### config.mk
export PLATFORM = sky130hd
export DESIGN_NAME = cache_perf_counter_bank
export DESIGN_NICKNAME = d
export VERILOG_FILES = /design/src/rtl/perf_pkg.sv /design/src/rtl/perf_counter_cell.sv /design/src/rtl/cache_perf_counter_bank.sv
export SDC_FILE = /design/constraint.sdc
export NUM_CORES = 1
export LEC_CHECK = 0
export CORE_ASPECT_RATIO = 1.2
export CORE_UTILIZATION = 63
export CTS_CLUSTER_DIAMETER = 120
export CTS_CLUSTER_SIZE = 30
export DETAILED_ROUTE_END_ITERATION = 10
export PLACE_DENSITY_LB_ADDON = 0.12
export SETUP_SLACK_MARGIN = 0.3
export SLEW_MARGIN = 0
export SYNTH_ARGS = -nofsm -noshare
export SYNTH_HDL_FRONTEND = slang
export SYNTH_HIERARCHICAL = 1
export SYNTH_SLANG_ARGS = --single-unit
### constraint.sdc
create_clock -name clk -period 3.55 [get_ports clk]
set_clock_uncertainty 0.1 [all_clocks]
set_input_delay 0.71 -clock clk [delete_from_list [all_inputs] [get_ports clk]]
set_output_delay 0.71 -clock clk [all_outputs]
set_load 0.1 [all_outputs]
### src/rtl/perf_pkg.sv
`default_nettype none
// +----------------------------------------------------------------------+
// | perf_pkg: shared constants and types for the L1 perf-counter bank    |
// | Revision: 1.0                                                        |
// +----------------------------------------------------------------------+
package perf_pkg;

  localparam int PERF_MAX_CH = 32;

  typedef enum logic {
    PERF_WRAP = 1'b0,
    PERF_SAT  = 1'b1
  } perf_mode_e;

  // L1 event channel assignment
  localparam int CH_HIT         = 0;
  localparam int CH_MISS        = 1;
  localparam int CH_EVICT       = 2;
  localparam int CH_DIRTY_EVICT = 3;
  localparam int CH_PRED_HIT    = 4;
  localparam int CH_PRED_MISS   = 5;
  localparam int CH_STALE       = 6;

endpackage
`default_nettype wire

### src/rtl/perf_counter_cell.sv
`default_nettype none
// +----------------------------------------------------------------------+
// | perf_counter_cell: one channel - live counter, shadow, sticky ovf    |
// | Revision: 1.0                                                        |
// +----------------------------------------------------------------------+
module perf_counter_cell
  import perf_pkg::*;
#(
  parameter int         CNT_W = 32,
  parameter int         INC_W = 2,
  parameter perf_mode_e MODE  = PERF_SAT
) (
  input  logic             clk,
  input  logic             rst_n,
  input  logic [INC_W-1:0] inc,
  input  logic             count_en,
  input  logic             clear,
  input  logic             snapshot,
  output logic [CNT_W-1:0] shadow,
  output logic             ovf
);

  logic [CNT_W-1:0] r_live;
  logic [CNT_W-1:0] r_shadow;
  logic             r_ovf;
  logic [CNT_W:0]   w_sum;
  logic [CNT_W-1:0] w_ovf_val;
  logic             w_inc_act;

  assign w_sum     = {1'b0, r_live} + {{(CNT_W+1-INC_W){1'b0}}, inc};
  assign w_inc_act = count_en && (inc != '0);
  // A saturated counter re-carries on every further increment, so it pins at all-ones.
  assign w_ovf_val = (MODE == PERF_SAT) ? {CNT_W{1'b1}} : w_sum[CNT_W-1:0];

  always_ff @(posedge clk or negedge rst_n) begin
    if (!rst_n) begin
      r_live   <= '0;
      r_shadow <= '0;
      r_ovf    <= 1'b0;
    end else begin
      if (snapshot) begin
        r_shadow <= r_live;
      end
      if (clear) begin
        r_live <= '0;
        r_ovf  <= 1'b0;
      end else if (w_inc_act) begin
        if (w_sum[CNT_W]) begin
          r_live <= w_ovf_val;
          r_ovf  <= 1'b1;
        end else begin
          r_live <= w_sum[CNT_W-1:0];
        end
      end
    end
  end

  assign shadow = r_shadow;
  assign ovf    = r_ovf;

endmodule
`default_nettype wire

### src/rtl/cache_perf_counter_bank.sv
`default_nettype none
// +----------------------------------------------------------------------+
// | cache_perf_counter_bank: NUM_CH L1 event counters, snapshot, read    |
// | Revision: 1.0                                                        |
// +----------------------------------------------------------------------+
module cache_perf_counter_bank
  import perf_pkg::*;
#(
  parameter int NUM_CH   = 7,
  parameter int CNT_W    = 32,
  parameter int INC_W    = 2,
  parameter int SATURATE = 1
) (
  input  logic                                            clk,
  input  logic                                            rst_n,
  input  logic [NUM_CH*INC_W-1:0]                         inc,
  input  logic                                            count_en,
  input  logic                                            clear,
  input  logic                                            snapshot,
  input  logic                                            rd_req,
  input  logic [((NUM_CH > 1) ? $clog2(NUM_CH) : 1)-1:0]  rd_sel,
  output logic                                            rd_valid,
  output logic [CNT_W-1:0]                                rd_data,
  output logic                                            rd_err,
  output logic [NUM_CH-1:0]                               ovf,
  output logic                                            ovf_any
);

  localparam int         SEL_W = (NUM_CH > 1) ? $clog2(NUM_CH) : 1;
  localparam perf_mode_e MODE  = (SATURATE != 0) ? PERF_SAT : PERF_WRAP;

  logic [CNT_W-1:0] w_shadow [NUM_CH];
  logic [31:0]      w_sel_idx;
  logic [CNT_W-1:0] w_sel_data;
  logic             w_sel_err;

  logic             r_rd_valid;
  logic [CNT_W-1:0] r_rd_data;
  logic             r_rd_err;
  logic             r_ovf_any;

  generate
    for (genvar i = 0; i < NUM_CH; i++) begin : g_ch
      perf_counter_cell #(
        .CNT_W (CNT_W),
        .INC_W (INC_W),
        .MODE  (MODE)
      ) u_cell (
        .clk      (clk),
        .rst_n    (rst_n),
        .inc      (inc[i*INC_W +: INC_W]),
        .count_en (count_en),
        .clear    (clear),
        .snapshot (snapshot),
        .shadow   (w_shadow[i]),
        .ovf      (ovf[i])
      );
    end
  endgenerate

  assign w_sel_idx = {{(32-SEL_W){1'b0}}, rd_sel};

  // Out-of-range selects match no channel, so the data stays zero alongside rd_err.
  always_comb begin
    w_sel_data = '0;
    w_sel_err  = (w_sel_idx >= NUM_CH);
    for (int i = 0; i < NUM_CH; i++) begin
      if (w_sel_idx == i) begin
        w_sel_data = w_shadow[i];
      end
    end
  end

  always_ff @(posedge clk or negedge rst_n) begin
    if (!rst_n) begin
      r_rd_valid <= 1'b0;
      r_rd_data  <= '0;
      r_rd_err   <= 1'b0;
      r_ovf_any  <= 1'b0;
    end else begin
      r_ovf_any <= |ovf;
      if (rd_req) begin
        r_rd_valid <= 1'b1;
        r_rd_data  <= w_sel_data;
        r_rd_err   <= w_sel_err;
      end else begin
        r_rd_valid <= 1'b0;
        r_rd_data  <= '0;
        r_rd_err   <= 1'b0;
      end
    end
  end

  assign rd_valid = r_rd_valid;
  assign rd_data  = r_rd_data;
  assign rd_err   = r_rd_err;
  assign ovf_any  = r_ovf_any;

endmodule
`default_nettype wire

==> metrics.yaml <==
synth:
  syn-cell-area_mm2: 0.0261
  synth_xor_area_frac: 0.0164
  synth_compound_gate_area_share: 0.154
  synthArstFlopShare: 1.00
  yosys_warnings: 6
  synth_top_family_by_area: "simple AND/OR/NAND/NOR gates"
  netlist-cell-type-count: 65
  synth-edff-count: 0
  synth.most_common_cell: "dfrtp_1"
  synth_area_leaders: "dfrtp_1 47%, mux2_2 9.8%, a31oi_1 3.9%, or4_1 2.4%, nand4_1 2.3%"
  synth.largest_area_cell: "dfrtp_1"
  synth_top_area_share: 0.469
  synthesis.nets: 2443
  synthMuxAreaShare: 0.115
  post_synth_and_or_nand_nor_area_fraction: 0.185
  seq_area_frac_synth: 0.469
  dominantRegCellSynth: "dfrtp_1"
  syn_avg_cell_area_um2: 10.9
  synthAdderAreaFrac: 0.0121
  synth_common_cells: "490 x dfrtp_1, 227 x mux2_2, 162 x a31oi_1"
  synthCells: 2399
  ys_ff_latch: 490
critical_path:
  setup.worst_path.class: "input port to flip-flop"
  start_kind: "input port"
  critPathMaxFanout: 8
  end_kind: "flip-flop"
  arrival_ps: 3440
  cp.required_ps: 3940
timing:
  holdWs_ps: -5.02
  finalCritPeriodShare: 0.861
  setup_violations: 0
  tightestPinTransition_ps: 1060
  period_minus_slack_ps: 3060
  rsz0062_at_grt: "no"
  slew_viol_final: 0
  finalHoldViolations: 2
  fmax_mhz: 327
  relSlewSlack: 0.284
  fin_tns_setup_ps: 0
  setup_ws_ps: 494
hold_path:
  min_path_type: "input port to asynchronous set/reset pin"
place:
  dp_hpwl_um: 50800
  post_dp_cell_area_mm2: 0.0272
  io_buffers: 64
  place_ws_ps: -33.2
  gp_congestion: 0.937
routing:
  drtIter0Drc: 1940
  drt_pass1_iterations: 7
  ant_nets: 0
  routed_wl_um: 70800
  via_per_inst: 7.03
  routed-via-count: 20580
  wl_per_cell_um: 24.2
  drc: 0
clock_network:
  tritoncts: "done"
  cts.clk_slew.worst_paths_ps: 110
  cts_max_path_buffers: 3
  post_cts.repair.setup_buffers: 0
  postCtsResizedCells: 0
  clock-sinks: 490
  cts_buffers: 20
  clk_latency_ps: 570
  root_buffer: "clkbuf_16"
  htreeDepth: 1
  hold_buffers: 0
layout:
  drive_above_1_share: 0.221
  syn_to_final_growth_pct: 6.02
  fill_cells: 3097
  fin_nets: 2434
  num_antenna_cells: 0
  design_area_mm2: 0.0277
global_route:
  grt.total_usage: 0.336
  grt_max_degree: 88
  grt_pass1_wl_um: 112000
  grt_pass1_vias: 19342
  grt_overflow: 0
  antenna_found_initial: 4
floorplan:
  num_rows: 81
  die_h_um: 225
  ios: 65
  start_util: 0.640
  die_w_um: 188
  core_mm2: 0.0408
  die_area_mm2: 0.0423
power:
  p_per_area_mw_per_mm2: 339
  total_leakage_power_nw: 11.4
  total_power_w: 0.00939
  peakVddDrop_mv: 0.336
job:
  drv_cap: 0
run_status:
  violations: "hold timing"
  outcome: "complete, but fails checks"
## worst paths after layout
kind | start | to | slack (ps) | depth (start not counted)
worst max-delay path | inc[12] | g_ch[6].u_cell/r_live[16]$_DFFE_PN0P_ | 490 | 8
worst min-delay path | rst_n | g_ch[2].u_cell/shadow[22]$_DFFE_PN0P_ | -5 | 1
worst max register to register | g_ch[6].u_cell/r_live[0]$_DFFE_PN0P_ | g_ch[6].u_cell/r_live[16]$_DFFE_PN0P_ | 760 | 7
worst min register to register | g_ch[0].u_cell/shadow[2]$_DFFE_PN0P_ | g_ch[0].u_cell/shadow[2]$_DFFE_PN0P_ | 410 | 1
max in group asynchronous | rst_n | g_ch[4].u_cell/shadow[1]$_DFFE_PN0P_ | 2420 | 2
min in group clk | g_ch[0].u_cell/shadow[2]$_DFFE_PN0P_ | g_ch[0].u_cell/shadow[2]$_DFFE_PN0P_ | 410 | 1
## cells in the final DEF, fill, tap and decap left out, types with 21 or more instances in the layout
cell type / count
a21oi_1: 66
a221oi_2: 25
a31oi_1: 162
and4_1: 22
buf_4: 88
clkbuf_16: 21
clkdlybuf4s50_1: 21
dfrtp_1: 490
inv_1: 112
mux2_2: 227
mux2_4: 26
nand2_1: 85
nand3_1: 70
nand4_1: 98
nor2_1: 56
nor2b_1: 29
nor3_1: 36
nor4_1: 64
o21ai_0: 85
o31ai_1: 70
or2_1: 27
or3_1: 56
or4_1: 84
xnor2_1: 35
## registers in the layout (all words and copies together) (netlist names)
register and cells:
g_ch.u_cell/r_live 224, rd_valid 1, ovf_any 1, rd_err 1
g_ch.u_cell/shadow 224, g_ch.u_cell/ovf 7, rd_data 32
## worst max-delay path: stages
cell and delay [ps]:
clkdlybuf4s50_1 520, ha_1 180, inv_1 60, fa_1 380
nand3b_1 270, or4_1 670, or4_1 460, a31oi_1 200
## layer usage
metal / global-route usage / wire length [µm]
met1: 0.493 / 30800
met2: 0.529 / 33300
met3: 0.0296 / 4380
met4: 0.113 / 2400
met5: 0 / 36
## cell families (layout without fill, tap and decap cells)
group           after synthesis  in the layout
compound gates              556            556
xor+xnor                     49             49
fa+ha+maj                    21             21
buf+inv                     272            263
flops                       490            490
mux                         259            259
simple gates                752            752
## where the power goes
part	internal (W)	switching [W]	leakage, nW	total (W)
registers	0.00563	0.0000523	6.81	0.00568
logic	0.000272	0.000608	4.32	0.000881
clock network	0.00109	0.00174	0.269	0.00282
## area by class of cell
type / instances / area, µm² / share of cell area
clock buffer: 21 / 526 / 0.0190
clock inverter: 1 / 20.0 / 0.000722
inverter: 113 / 424 / 0.0153
multi-input combinational: 1637 / 12600 / 0.455
sequential: 490 / 12300 / 0.442
tap: 539 / 674 / 0.0243
timing repair buffer: 128 / 1200 / 0.0433
## stage by stage
step / hold slack (ps) / util / cells
after floorplan: 314 / - / 2399
after global placement: 383 / 0.665 / 2907
after detailed placement: 388 / 0.665 / 2907
after CTS: 4.08 / 0.679 / 2929
after global routing: 31.3 / 0.679 / 2929
final: -5.02 / 0.679 / 2929
(Power assumes the default switching activity.)
